--- src/rtl/rle_dpcm_block_decoder.sv ---
`default_nettype none
// +--------------------------------------------------------------------------+
// | Module   : rle_dpcm_block_decoder                                        |
// | Function : DPCM DC + RLE AC decode of one 8x8 block, raster-order output |
// | Options  : DECODER_RESTART_EN adds a 'restart' port clearing the DC pred |
// | Revision : 1.0                                                           |
// +--------------------------------------------------------------------------+
module rle_dpcm_block_decoder #(
  parameter int COEF_W = 11,
  parameter int DPCM_W = 10,
  parameter int RLE_W  = 14
) (
  input  logic              clk,
  input  logic              reset,
`ifdef DECODER_RESTART_EN
  input  logic              restart,
`endif
  input  logic [DPCM_W-1:0] dpcm_in,
  input  logic              dpcm_valid,
  output logic              dpcm_ready,
  input  logic [RLE_W-1:0]  rle_in,
  input  logic              rle_valid,
  output logic              rle_ready,
  output logic [COEF_W-1:0] coef_out,
  output logic [5:0]        coef_idx,
  output logic              coef_valid,
  input  logic              coef_ready,
  output logic              coef_last,
  output logic              err
);

  localparam int c_LVL_W = RLE_W - 4;

  // raster index -> zig-zag position
  localparam logic [5:0] c_zigzag [64] = '{
    6'd0,  6'd1,  6'd5,  6'd6,  6'd14, 6'd15, 6'd27, 6'd28,
    6'd2,  6'd4,  6'd7,  6'd13, 6'd16, 6'd26, 6'd29, 6'd42,
    6'd3,  6'd8,  6'd12, 6'd17, 6'd25, 6'd30, 6'd41, 6'd43,
    6'd9,  6'd11, 6'd18, 6'd24, 6'd31, 6'd40, 6'd44, 6'd53,
    6'd10, 6'd19, 6'd23, 6'd32, 6'd39, 6'd45, 6'd52, 6'd54,
    6'd20, 6'd22, 6'd33, 6'd38, 6'd46, 6'd51, 6'd55, 6'd60,
    6'd21, 6'd34, 6'd37, 6'd47, 6'd50, 6'd56, 6'd59, 6'd61,
    6'd35, 6'd36, 6'd48, 6'd49, 6'd57, 6'd58, 6'd62, 6'd63
  };

  typedef enum logic [1:0] {
    S_DC  = 2'd0,
    S_AC  = 2'd1,
    S_OUT = 2'd2
  } state_t;

  state_t              r_state;
  logic [COEF_W-1:0]   r_pred;
  logic [6:0]          r_pos;
  logic [63:0]         r_mask;
  logic [COEF_W-1:0]   r_buf [64];

  logic [3:0]          w_run;
  logic [c_LVL_W-1:0]  w_level;
  logic                w_dc_acc, w_ac_acc, w_eob, w_zrl, w_ovf, w_wr, w_ac_done;
  logic [6:0]          w_t, w_zrl_pos;
  logic [COEF_W-1:0]   w_pred_base, w_dc, w_lvl_ext, w_rd_val;
  logic [5:0]          w_rd_k, w_rd_zz;

  assign w_run     = rle_in[RLE_W-1 -: 4];
  assign w_level   = rle_in[c_LVL_W-1:0];
  assign w_dc_acc  = (r_state == S_DC) && dpcm_valid && dpcm_ready;
  assign w_ac_acc  = (r_state == S_AC) && rle_valid && rle_ready;
  assign w_eob     = (w_run == 4'd0)  && (w_level == '0);
  assign w_zrl     = (w_run == 4'd15) && (w_level == '0);
  assign w_t       = r_pos + {3'b000, w_run};
  assign w_zrl_pos = r_pos + 7'd16;
  assign w_ovf     = w_zrl ? (w_zrl_pos > 7'd63) : (w_t > 7'd63);
  assign w_wr      = w_ac_acc && !w_eob && !w_zrl && (w_t <= 7'd63);
  assign w_ac_done = w_ac_acc && (w_eob || w_ovf || (!w_zrl && w_t == 7'd63));

`ifdef DECODER_RESTART_EN
  assign w_pred_base = restart ? '0 : r_pred;
`else
  assign w_pred_base = r_pred;
`endif
  assign w_dc      = w_pred_base + {{(COEF_W-DPCM_W){dpcm_in[DPCM_W-1]}}, dpcm_in};
  assign w_lvl_ext = {{(COEF_W-c_LVL_W){w_level[c_LVL_W-1]}}, w_level};

  // Read port looks one beat ahead so coef_out can be registered.
  assign w_rd_k   = (r_state == S_OUT) ? coef_idx + 6'd1 : 6'd0;
  assign w_rd_zz  = c_zigzag[w_rd_k];
  assign w_rd_val = r_mask[w_rd_zz] ? r_buf[w_rd_zz] : '0;

  always_ff @(posedge clk) begin
    if (w_dc_acc) r_buf[0] <= w_dc;
    if (w_wr)     r_buf[w_t[5:0]] <= w_lvl_ext;
  end

  always_ff @(posedge clk) begin
    if (reset) begin
      r_state    <= S_DC;
      r_pred     <= '0;
      r_pos      <= '0;
      r_mask     <= '0;
      dpcm_ready <= 1'b0;
      rle_ready  <= 1'b0;
      coef_out   <= '0;
      coef_idx   <= '0;
      coef_valid <= 1'b0;
      coef_last  <= 1'b0;
      err        <= 1'b0;
    end else begin
      case (r_state)
        S_DC: begin
          dpcm_ready <= 1'b1;
`ifdef DECODER_RESTART_EN
          if (restart) r_pred <= '0;
`endif
          if (w_dc_acc) begin
            r_pred     <= w_dc;
            r_pos      <= 7'd1;
            r_mask     <= 64'd1;
            dpcm_ready <= 1'b0;
            rle_ready  <= 1'b1;
            r_state    <= S_AC;
          end
        end
        S_AC: begin
          if (w_wr) begin
            r_mask[w_t[5:0]] <= 1'b1;
            r_pos            <= w_t + 7'd1;
          end else if (w_ac_acc && w_zrl && !w_ovf) begin
            r_pos <= w_zrl_pos;
          end
          if (w_ac_acc && w_ovf) err <= 1'b1;
          if (w_ac_done) begin
            rle_ready  <= 1'b0;
            r_state    <= S_OUT;
            coef_valid <= 1'b1;
            coef_idx   <= 6'd0;
            coef_out   <= w_rd_val;
            coef_last  <= 1'b0;
          end
        end
        S_OUT: begin
          // coef_valid stays high for the whole of S_OUT
          if (coef_ready) begin
            if (coef_last) begin
              coef_valid <= 1'b0;
              coef_last  <= 1'b0;
              dpcm_ready <= 1'b1;
              r_state    <= S_DC;
            end else begin
              coef_idx  <= coef_idx + 6'd1;
              coef_out  <= w_rd_val;
              coef_last <= (coef_idx == 6'd62);
            end
          end
        end
        default: r_state <= S_DC;
      endcase
    end
  end

endmodule
`default_nettype wire
--- config.mk ---
export PLATFORM = sky130hd
export DESIGN_NAME = rle_dpcm_block_decoder
export DESIGN_NICKNAME = d
export VERILOG_FILES = /design/src/rtl/rle_dpcm_block_decoder.sv
export SDC_FILE = /design/constraint.sdc
export NUM_CORES = 1
export LEC_CHECK = 0
export CAP_MARGIN = 20
export CORE_MARGIN = 2
export CORE_UTILIZATION = 35
export DETAILED_ROUTE_END_ITERATION = 6
export MAX_ROUTING_LAYER = met4
export SLEW_MARGIN = 25
export SYNTH_ARGS = -nofsm -noshare
export SYNTH_HDL_FRONTEND = slang
export SYNTH_SLANG_ARGS = --single-unit
export TNS_END_PERCENT = 100
--- constraint.sdc ---
create_clock -name clk -period 15.6 [get_ports clk]
set_clock_uncertainty 0.2 [all_clocks]
set_input_delay 1.56 -clock clk [delete_from_list [all_inputs] [get_ports clk]]
set_output_delay 1.56 -clock clk [all_outputs]
set_load 0.02 [all_outputs]
Word-level counts from Yosys, hierarchy flattened --
Memory sizes are Yosys's and may differ from the RTL's. Cells that the tools add are included.
Storage, ports and cells: bits in registers 106, word-level logic and storage cells 126, ROM bits 384, memories kept 2, bits in writable memories 704
Memories:
- r_buf | depth 64, bits a word 11, read ports 1, clocked after memory_dff 0, write ports 1, line 56 | logic [COEF_W-1:0] r_buf [64];
- (no name shown) | depth 64, bits a word 6, read ports 1, clocked after memory_dff 0, write ports 0, line 87 | assign w_rd_zz = c_zigzag[w_rd_k];
Operators by class: $add $sub $neg 5, eq/ne operators 12, $lt $le $gt $ge 7, multiplexer cells 50, bitwise logic cells 2, reductions and logical operators 37
Operators with widths (number):
- $mux 64 | 2
- $pmux 64 s2 | 1
- $or 64x64->64 | 1
- $mux 11 | 5
- $mux 6 | 7
- $pmux 11 s2 | 1
- $mux 7 | 3
- $mux 1 | 18
- $logic_and 1x1->1 | 15
- $reduce_and 3->1 | 5
- $gt 7x6->1 const B | 2
- $lt 6x7->1 const B | 2
- $pmux 7 s2 | 1
- $ne 2x2->1 const B | 6
- $pmux 6 s2 | 1
- $reduce_and 4->1 | 3
- $add 11x11->11 | 1
- $reduce_or 11->1 | 1
- $logic_not 10->1 | 1
- $mux 2 | 4
- $pmux 1 s2 | 4
- $add 7x1->7 const B | 1
- $add 7x4->7 | 1
- $add 7x5->7 const B | 1
- other kinds (20) | 26

Depth between registers and ports, before layout --
depth after elaboration 12, mapped depth 20

Worst setup path before layout --
Ideal clock, no wire load.
path kind input-to-reg, start input rle_in[10], end memory r_buf[0][10] (data pin), setup slack 9.303 ns, arrival 5.549 ns, cell stages on the path 12, cells stage by stage ha_1 > inv_1 > fa_1 > nor2b_1 > o21ai_0 > nand2_1 > xnor2_1 > nor2b_1 > a31o_2 > clkbuf_1 > nor2_1 > a21oi_1
On the way: cells in the longest elaborated chain, start to end 10
Ends and longest elaborated chain:
- start, declared | line 21 | input logic [RLE_W-1:0] rle_in,
- parallel branches: the longest is 5 deep, another holds $add 7x4->7
- $logic_and 1x1->1 * | line 74 | assign w_wr = w_ac_acc && !w_eob && !w_zrl && (w_t <= 7'd63);
- $mux 1 * | line 92 | if (w_wr) r_buf[w_t[5:0]] <= w_lvl_ext;
- $mux 1 (implied by the code) * | line 92
- $reduce_or 11->1 (no line) *
- $mux 11 (no line) *
- end, declared | line 56
Mark *: on every way between the ends.

Worst setup path in the final report --
start register coef_idx[0], end register coef_out[2]
On the way: cells in the longest elaborated chain, start to end 12
Ends and longest elaborated chain:
- start, declared | line 25 | output logic [5:0] coef_idx,
- start signal, assigned | line 150 | coef_idx <= coef_idx + 6'd1;
- $add 6x1->6 * | line 86 | assign w_rd_k = (r_state == S_OUT) ? coef_idx + 6'd1 : 6'd0;
- $mux 6 * | line 86
- named net w_rd_k[1] | line 63 | logic [5:0] w_rd_k, w_rd_zz;
- $not 6->7 (implied by the code) * | line 87
- $mem_v2 64x6 *
- $mux 6 (implied by the code) * (2 in a row) | line 87
- $bmux 1 s6 | line 88 | assign w_rd_val = r_mask[w_rd_zz] ? r_buf[w_rd_zz] : '0;
- $mux 1 (implied by the code) | line 88
- $mux 11 * | line 88
- $mux 11 | line 144 | if (coef_last) begin
- $mux 11 | line 143 | if (coef_ready) begin
- $pmux 11 s2 * | line 109 | case (r_state)
- end signal, assigned | line 137 | coef_out <= w_rd_val;
- end signal, assigned | line 151 | coef_out <= w_rd_val;
- end, declared | line 24 | output logic [COEF_W-1:0] coef_out,
The timed path passes the listed nets; every way through them passes the cells marked *. The select of a mux whose other input is x is not followed. A chain may end at the register's enable or synchronous reset.

==> flow_summary.toml <==
[cts]
cts_resized = 0
cts_inserted_buffers = 79
cts_tree = "yes"
post_cts_buffers = 0
cts_hold_buf = 0
cts_max_path_buffers = 3
clkTransAtPathRegs_ns = 0.06
h-tree-depth = 3
numClockSinks = 810
clockRootBuffer = "clkbuf_16"
clkLatencyLatePin_ns = 0.64

[power]
finalPower_w = 0.004550
ir_drop_mv = 0.07322
power_leakage_nw = 12.77
combPwrFrac_pct = 4.5
power.switching_w = 0.001001
clkPwrFrac_pct = 41.7
switching_share_pct = 22.01
sequentialPowerShare_pct = 53.8
powerDensity_nw_per_um2 = 116.1
intPower_w = 0.003549

[routing]
ant_nets = 0
first_pass_iters = 5
via_count = 23140
drc = 0
drt_iter0_drc = 2741
viasPerCell = 5.833
wl_um = 97410
wl_per_cell_um = 24.56

[worst_setup_path]
r2r_slack_ns = 8.82
path_buf_inv = 3
r2r-end = "coef_out[2]"
ff2ff_path_depth = 16
cp.required_ns = 15.95
cp-start-kind = "flip-flop"
rr_startpoint = "coef_idx[0]"
arrival_ns = 7.13
crit_cells = 16
slowest_delay_ns = 0.83
critPathLaunch = "coef_idx[0]"
path_max_fanout = 51
critPathTopFamily = "compound AO/OA/AOI/OAI gates"
crit_chain = "inv_1 -> ha_1 -> nand2b_1 -> inv_1 -> ha_1 -> o21ai_0 -> a21oi_1 -> o32ai_2 -> a221oi_4 -> nand2b_4 -> buf_4 -> a211oi_1 -> or4_1 -> a22oi_1 -> nand4_1 -> o32ai_2"
critPathKind = "flip-flop to flip-flop"
cp-end-kind = "flip-flop"
endpoint = "coef_out[2]"
crit_slowest_cell = "nand2b_4"

[grt]
grt_use_total_pct = 19.19
grt_pass1_vias = 22540
grt_pass1_wl_um = 145500
antenna_found_initial = 7
grt-ovfl-total = 0
grt_max_degree = 298

[logic_synthesis]
synth_area_um2 = 34720
synth_ff_type = "edfxtp_1"
synth_area_per_cell_um2 = 13.19
syn_inst = 2633
seq_area_frac_synth_pct = 67.00
ys_warn_count = 0
syn-num-nets = 2690
ys_ff_latch = 810
synth.distinct_cells = 85
synth_enable_flop_cells = 704
async_flop_share_pct = 0

[cells_and_area]
layout.nets = 2670
design_area_um2 = 39190
drive_above_1_share_pct = 10.16
syn_to_final_growth_pct = 12.86

[timing]
fmax_mhz = 147.5
fin_hold_ws_ns = 0.2580
final_hold_viol_count = 0
slew_violations = 0
fin_crit_ns = 6.778
setup_tns_ns = 0
worstMarginPinSlew_ns = 1.198
setup_viol = 0
fin_ws_ns = 8.822
rsz0062_at_grt = "no"
period_share_pct = 43.45
slew_headroom_pct = 20.15

[placed_design]
post_dp_cell_area_um2 = 36540
portBuffers = 50
dpl.hpwl_um = 55080
place_congestion = 0.8569
preCtsSetupSlack_ns = 8.891

[floorplanning]
fp.dieArea_um2 = 101700
die_y_um = 319.0
io_pins = 51
die_x_um = 319.0
rows = 115
core_area_um2 = 98420
start_util_pct = 35.28

[hold_path]
min_path_cells = 2
hp-class = "flip-flop to flip-flop"

[status]
status = "complete, no violations"

[flow_run]
drv_cap = 0
-- metal layers --
layer  up-vias  routed length [um]  track usage [%]
li1      10330                   -                -
met1     11750               40810            24.92
met2       889               47080            30.69
met3       177                6451            2.635
met4         0                3073            7.159
met5         -                   0                -
-- placed cells by master, fill, tap and decap left out, types with 8 or more instances in the layout --
cell type,netlist,routed
ha_1,26,26
or4_1,80,80
nand3_1,16,16
clkinv_1,0,10
nor2_2,1,28
clkinv_2,0,13
nand2_1,89,79
nand2_2,1,8
a31oi_1,9,8
and3_1,384,384
clkbuf_1,124,24
clkbuf_16,0,79
a22oi_1,45,45
clkdlybuf4s50_1,0,50
edfxtp_1,704,704
nor2b_1,12,12
nor4_1,16,13
dfxtp_1,106,106
nand4_1,13,13
nor2_1,187,160
buf_4,26,65
o32ai_2,12,12
nor3_1,16,14
inv_1,36,36
o21ai_0,23,22
xnor2_1,21,21
a21oi_1,113,111
a211oi_1,381,381
mux2i_1,11,10
-- flip-flops by register name, summed over array words and instances, names as in the netlist --
register	flops
r_state	2
coef_valid	1
r_pos	7
r_pred	11
r_mask	64
rle_ready	1
coef_out	11
r_buf	704
dpcm_ready	1
coef_idx	6
coef_last	1
err	1
-- worst min-delay path by stage --
| stage | from | end |
|---|---|---|
| final | r_pred[4] | r_pred[4] |
| after global routing | r_pred[4] | r_pred[4] |
| after CTS | r_pred[4] | r_pred[4] |
| after detailed placement | r_mask[12] | r_mask[12] |
| after global placement | r_mask[20] | r_mask[20] |
| after floorplan | r_mask[12] | r_mask[12] |
-- worst register-to-register path, stage by stage, from the launching register on --
cell,delay (ns)
dfxtp_1,0.62
inv_1,0.13
ha_1,0.48
nand2b_1,0.33
inv_1,0.28
ha_1,0.31
o21ai_0,0.19
a21oi_1,0.21
o32ai_2,0.13
a221oi_4,0.57
nand2b_4,0.83
buf_4,0.78
a211oi_1,0.15
or4_1,0.50
a22oi_1,0.57
nand4_1,0.22
o32ai_2,0.23
-- stage by stage --
step / utilization, % / instances
floorplan: - / 2633
global placement: 37.07 / 3817
detailed placement: 37.13 / 3817
CTS: 39.73 / 3962
global route: 39.81 / 3966
finish: 39.82 / 3967
-- power groups by stage --
stage	registers (W)	clock network (W)	logic (W)
floorplan	0.00250	0	0.000102
finish	0.00245	0.00190	0.000207
global placement	0.00249	0	0.000200
global route	0.00245	0.00201	0.000223
detailed placement	0.00249	0	0.000207
CTS	0.00245	0.00192	0.000207
-- cells by family (layout without fill, tap and decap cells) --
| logic type | Yosys count | after routing | synth area share [%] |
|---|---|---|---|
| adders and majority gates | 28 | 28 | 1.052 |
| muxes | 17 | 17 | 0.5982 |
| AOI/OAI and AO/OA | 644 | 644 | 13.47 |
| xor gates and xnor gates | 29 | 29 | 0.8072 |
| other | 0 | 3 | 0 |
| buffers and inverters | 257 | 301 | 3.452 |
| and+or+nand+nor | 848 | 848 | 13.63 |
| DFF | 810 | 810 | 67.00 |
-- layout make-up --
type	count	area (um2)
inverters	36	135.1
fillers	9100	59230
well taps	1287	1610
flip-flops and latches	810	23260
multi-input cells	1566	10510
clock inverters	38	434.2
clock buffers	107	2122
diodes	3	7.507
repair buffers	120	1104
-- synth_stat cells, drive strengths merged (3+ instances only) --
cell type / count / area [um2]
a211o: 4 / 35.03
and3: 384 / 2402
a21o: 3 / 22.52
nor2: 188 / 708.2
nor4: 17 / 112.6
o41ai: 3 / 26.28
buf: 97 / 598.1
a2bb2oi: 3 / 26.28
a31oi: 9 / 56.30
a21boi: 7 / 52.55
o32ai: 12 / 195.2
nand2: 90 / 340.3
a21oi: 114 / 574.3
nor2b: 12 / 75.07
clkbuf: 124 / 465.5
o21ai: 25 / 128.9
o21a: 4 / 30.03
or2: 4 / 25.03
a22oi: 46 / 350.3
xor2: 7 / 80.08
mux2: 4 / 52.55
or4: 80 / 600.6
nand3: 18 / 100.1
dfxtp: 106 / 2122
nor3b: 4 / 35.03
o311ai: 3 / 26.28
xnor2: 22 / 200.2
nand2b: 10 / 65.06
nand4: 13 / 81.33
o211ai: 3 / 22.52
mux2i: 13 / 155.2
a211oi: 381 / 2860
edfxtp: 704 / 21140
ha: 26 / 325.3
and3b: 3 / 26.28
inv: 36 / 135.1
nor3: 16 / 80.08
No activity file was read; power rests on OpenSTA's default activity.
